**config.mk**
```make
export PLATFORM = sky130hd
export DESIGN_NAME = mux_sel_pipe
export DESIGN_NICKNAME = d
export VERILOG_FILES = /design/src/rtl/mux_sel_pipe_pkg.sv /design/src/rtl/rr_arbiter.sv /design/src/rtl/mux_sel_pipe.sv
export SDC_FILE = /design/constraint.sdc
export NUM_CORES = 1
export LEC_CHECK = 0
export ABC_CLOCK_PERIOD_IN_PS = 5400
export CAP_MARGIN = 10
export CORE_AREA = 5 5 42 44
export DETAILED_ROUTE_END_ITERATION = 8
export DIE_AREA = 0 0 47 49
export DONT_BUFFER_PORTS = 1
export PLACE_DENSITY = 0.52
export SLEW_MARGIN = 20
export SYNTH_ARGS = -nofsm -noshare
export SYNTH_HDL_FRONTEND = slang
export SYNTH_SLANG_ARGS = --single-unit
```
**constraint.sdc**
```tcl
create_clock -name clk -period 5.4 [get_ports clk]
set_clock_uncertainty 0.15 [all_clocks]
set_input_delay 1.08 -clock clk [delete_from_list [all_inputs] [get_ports clk]]
set_output_delay 1.08 -clock clk [all_outputs]
set_load 0.02 [all_outputs]
```
**src/rtl/mux_sel_pipe_pkg.sv**
```systemverilog
// Shared definitions for mux_sel_pipe: channel-select mode encoding and
// the index-width helper used to size sel / out_chan / last_grant.
package mux_sel_pipe_pkg;

    typedef enum logic {
        MODE_FIXED = 1'b0,
        MODE_RR    = 1'b1
    } mode_e;

    // Bits needed to index n items; never less than one bit.
    function automatic int unsigned clog2(input int unsigned n);
        int unsigned r;
        r = 0;
        for (int unsigned v = 1; v < n; v = v << 1) begin
            r++;
        end
        return (r < 1) ? 1 : r;
    endfunction

endpackage

```
**src/rtl/rr_arbiter.sv**
```systemverilog
// Combinational round-robin search for mux_sel_pipe: grants the first
// requesting channel found upward from last_grant+1, wrapping at NCH.
module rr_arbiter
    import mux_sel_pipe_pkg::*;
#(
    parameter int unsigned NCH = 4,
    localparam int unsigned IW = clog2(NCH)
) (
    input  logic [NCH-1:0] req,
    input  logic [IW-1:0]  last_grant,
    output logic           grant_valid,
    output logic [IW-1:0]  grant_idx
);

    // Visit channels in priority order (offset 1..NCH from last_grant); first hit wins.
    always_comb begin
        grant_valid = 1'b0;
        grant_idx   = '0;
        for (int unsigned k = 1; k <= NCH; k++) begin
            for (int unsigned i = 0; i < NCH; i++) begin
                if (!grant_valid && req[i] &&
                    (i == ((int'(last_grant) + k) % NCH))) begin
                    grant_valid = 1'b1;
                    grant_idx   = IW'(i);
                end
            end
        end
    end

endmodule

```
**src/rtl/mux_sel_pipe.sv**
```systemverilog
// N-channel valid/ready multiplexer with one output register stage.
// Channel chosen either by a fixed sel input or by round-robin.
// Optional feature: define MUX_SEL_PIPE_PARITY_EN to add out_parity,
// the registered XOR of out_data.
module mux_sel_pipe
    import mux_sel_pipe_pkg::*;
#(
    parameter int unsigned NCH   = 4,
    parameter int unsigned WIDTH = 1,
    localparam int unsigned IW   = clog2(NCH)
) (
    input  logic                 clk,
    input  logic                 rst,
    input  logic [NCH-1:0]       in_valid,
    input  logic [NCH*WIDTH-1:0] in_data,
    output logic [NCH-1:0]       in_ready,
    input  logic                 mode,
    input  logic [IW-1:0]        sel,
    output logic                 out_valid,
    output logic [WIDTH-1:0]     out_data,
    output logic [IW-1:0]        out_chan,
`ifdef MUX_SEL_PIPE_PARITY_EN
    output logic                 out_parity,
`endif
    input  logic                 out_ready
);

    mode_e            mode_sel;
    logic             load;
    logic             accept;
    logic             rr_valid;
    logic [IW-1:0]    rr_idx;
    logic             grant_valid;
    logic [IW-1:0]    grant_idx;
    logic [WIDTH-1:0] grant_data;

    logic             out_valid_q, out_valid_d;
    logic [WIDTH-1:0] out_data_q,  out_data_d;
    logic [IW-1:0]    out_chan_q,  out_chan_d;
    logic [IW-1:0]    last_grant_q, last_grant_d;

    assign mode_sel = mode_e'(mode);
    assign load     = !out_valid_q || out_ready;
    assign accept   = load && grant_valid && !rst;

    rr_arbiter #(
        .NCH (NCH)
    ) u_rr_arbiter (
        .req         (in_valid),
        .last_grant  (last_grant_q),
        .grant_valid (rr_valid),
        .grant_idx   (rr_idx)
    );

    // Pick the granted channel: arbiter result in RR mode, sel in fixed mode
    // (a sel with no matching channel grants nothing).
    always_comb begin
        grant_valid = 1'b0;
        grant_idx   = '0;
        if (mode_sel == MODE_RR) begin
            grant_valid = rr_valid;
            grant_idx   = rr_idx;
        end else begin
            for (int unsigned i = 0; i < NCH; i++) begin
                if (sel == IW'(i)) begin
                    grant_valid = in_valid[i];
                    grant_idx   = sel;
                end
            end
        end
    end

    // One-hot accept to the granted channel plus its data slice.
    always_comb begin
        in_ready   = '0;
        grant_data = '0;
        for (int unsigned i = 0; i < NCH; i++) begin
            if (grant_idx == IW'(i)) begin
                in_ready[i] = accept;
                grant_data  = in_data[i*WIDTH +: WIDTH];
            end
        end
    end

    // Output stage refills whenever it is empty or draining; data holds on an empty load.
    always_comb begin
        out_valid_d  = out_valid_q;
        out_data_d   = out_data_q;
        out_chan_d   = out_chan_q;
        last_grant_d = last_grant_q;
        if (load) begin
            out_valid_d = grant_valid;
            if (grant_valid) begin
                out_data_d = grant_data;
                out_chan_d = grant_idx;
                if (mode_sel == MODE_RR) begin
                    last_grant_d = grant_idx;
                end
            end
        end
    end

    // State registers; last_grant resets to NCH-1 so the first RR search starts at 0.
    always_ff @(posedge clk) begin
        if (rst) begin
            out_valid_q  <= 1'b0;
            out_data_q   <= '0;
            out_chan_q   <= '0;
            last_grant_q <= IW'(NCH - 1);
        end else begin
            out_valid_q  <= out_valid_d;
            out_data_q   <= out_data_d;
            out_chan_q   <= out_chan_d;
            last_grant_q <= last_grant_d;
        end
    end

    assign out_valid = out_valid_q;
    assign out_data  = out_data_q;
    assign out_chan  = out_chan_q;

`ifdef MUX_SEL_PIPE_PARITY_EN
    logic parity_q, parity_d;

    // Parity captured in the same load as out_data.
    always_comb begin
        parity_d = parity_q;
        if (load && grant_valid) begin
            parity_d = ^grant_data;
        end
    end

    // Parity register.
    always_ff @(posedge clk) begin
        if (rst) begin
            parity_q <= 1'b0;
        end else begin
            parity_q <= parity_d;
        end
    end

    assign out_parity = parity_q;
`endif

endmodule
```
==> results.json <==
{
  "coreArea_sq_um": 1401,
  "grt_pass1_vias": 447,
  "gp_congestion": 0.7301,
  "cts_setup_buffers": 0,
  "rsz0062_at_grt": "false",
  "synth_area_per_cell_sq_um": 8.083,
  "drive_above_1_share_pct": 16.92,
  "hp-class": "flop to flop",
  "clock-sinks": 6,
  "synth_edf_count": 0,
  "crit_fanout": 7,
  "setup_viol": 0,
  "max_slew_margin_pct": 72.57,
  "post-synth-top-count-cell": "nand2_1",
  "final_cells": 81,
  "start_util_pct": 36.34,
  "clkTransAtPathRegs_ps": 40,
  "dpl_worst_slack_ps": 1948,
  "die_w_um": 47,
  "fmax_mhz": 290.9,
  "met3WireLength_um": 100,
  "dr.max_layer_used": "met4",
  "cp-start-kind": "input pin",
  "worst_setup_path_end_kind": "output pin",
  "ir_worst_vdd_uv": 74.94,
  "clk_latency_ps": 240,
  "clockBufferDepth": 2,
  "yosysSeqAreaShare_pct": 23.59,
  "antenna_found_initial": 0,
  "status": "completed",
  "leakagePower_nw": 0.2173,
  "antenna-diode-count": 0,
  "die_area_sq_um": 2303,
  "met1_length_um": 519,
  "fin_crit_sh_pct": 63.65,
  "hpwl_um": 952,
  "crit_required_ps": 4170,
  "cts_tree": "yes",
  "nNetsFinal": 81,
  "drt_iter0_drc": 9,
  "io_pins": 22,
  "drt_first_pass_iters": 6,
  "synthCells": 63,
  "track_usage_pct": 11.94,
  "dr_wl_met2_um": 517,
  "power.total_mw": 0.1366,
  "worstPathArrival_ps": 2210,
  "setup_ws_ps": 1963,
  "finalHoldViolCount": 0,
  "slew_violations": 0,
  "synthTopCellsByArea": "dfxtp_1, nand2_1, nor2_1",
  "overflow": 0,
  "die_h_um": 49,
  "worst-slew-pin-transition_ps": 410.1,
  "viasPerCell": 5.802,
  "ant_nets": 0,
  "synth-seq-cells": 6,
  "syn-num-nets": 77,
  "ctsHoldBuffers": 0,
  "syn_area_sq_um": 509.2,
  "yosysWarnings": 0,
  "cts-root-buf": "clkbuf_4",
  "wire_per_inst_um": 14.54,
  "synth_top_cell_by_area": "dfxtp_1",
  "yosysTopAreaCellShare_pct": 23.59,
  "cts_made_buffers": 3,
  "vias": 470,
  "r2r_slack_ps": 3710,
  "synth_cell_types": 28,
  "numPortBuffers": 0,
  "synth_flop_cell": "dfxtp_1",
  "period_minus_slack_ps": 3437,
  "wirelength_um": 1178,
  "async_reset_ff_share_pct": 0,
  "rows": 14,
  "path_class": "input pin to output pin",
  "grt_pass1_wl_um": 2042,
  "synth_commonest_cells": "nand2_1, nor2_1, dfxtp_1",
  "setup_tns_ps": 0,
  "route.detailed.drc": 0,
  "cts_max_level": 1,
  "holdWs_ps": 372.1,
  "power_density_nw_per_um2": 251.0,
  "syn_to_final_growth_pct": 6.880,
  "placed_cells": 78,
  "grt_start_max_net_pins": 10,
  "cap_violations": 0,
  "cts.repair.resized": 0
}
-- per-layer routing --
layer | track usage [%] | vias up
met5 | 0 | -
met4 | 9.677 | 0
met3 | 3.321 | 4
met2 | 16.06 | 19
met1 | 15.08 | 207
li1 | - | 240
-- worst max-delay path, cell delays in order --
cell      delay [ps]
mux4_2           340
mux2i_4           80
a21oi_4          220
o211ai_1         160
nor2_1           330
-- power breakdown --
part	internal, mW	switching [mW]	total (mW)
Sequential	0.0493	0.00848	0.0578
Combinational	0.0175	0.0204	0.0379
Clock	0.0251	0.0158	0.0409
-- stage by stage --
step           area [sq um]  util, %
2_1_floorplan         509.2        -
3_3_place_gp          521.8    37.23
3_5_place_dp          521.8    37.23
4_1_cts               544.3    38.84
5_1_grt               544.3    38.84
6_report              544.3    38.84
-- worst paths after layout --
kind                                              startpoint                      endpoint  cells after the start
worst max-delay path                                  sel[0]                   in_ready[3]                      5
worst min-delay path            last_grant_q[0]$_SDFFE_PP1P_  last_grant_q[0]$_SDFFE_PP1P_                      2
worst max register to register  last_grant_q[1]$_SDFFE_PP1P_         out_data$_SDFFE_PP0P_                      5
worst min register to register  last_grant_q[0]$_SDFFE_PP1P_  last_grant_q[0]$_SDFFE_PP1P_                      2
-- flip-flops by register name (all words and copies together) (netlist names) --
register and count:
out_chan 2, out_data 1, out_valid 1, last_grant_q 2
-- cells by family after synthesis --
| family | Yosys count | share of synthesized area [%] |
|---|---|---|
| AND/OR/NAND/NOR | 26 | 25.56 |
| AO/OA/AOI/OAI | 22 | 34.89 |
| flip-flops | 6 | 23.59 |
| buffers and inverters | 6 | 5.161 |
| multiplexers | 3 | 10.81 |
-- area by class of cell --
class / instances / area [sq um]
Tap cell: 16 / 20.02
Inverter: 5 / 18.77
Fill cell: 157 / 857.1
Clock buffer: 3 / 22.52
Multi-Input combinational cell: 51 / 362.8
Sequential cell: 6 / 120.1
-- cell usage in the layout, fill, tap and decap left out, types with 2 or more instances in the layout --
cell type  netlist  final
o221a_2          2      2
nor2_1           7      7
a21oi_1          5      5
o21ai_1          2      2
a31oi_1          3      3
dfxtp_1          6      6
nand2_1          8      8
nand3_1          2      2
inv_1            5      5
nor2b_1          2      2
nand2b_1         3      3
clkbuf_4         0      3
o211ai_1         2      2
No activity file was read; power rests on OpenSTA's default activity.
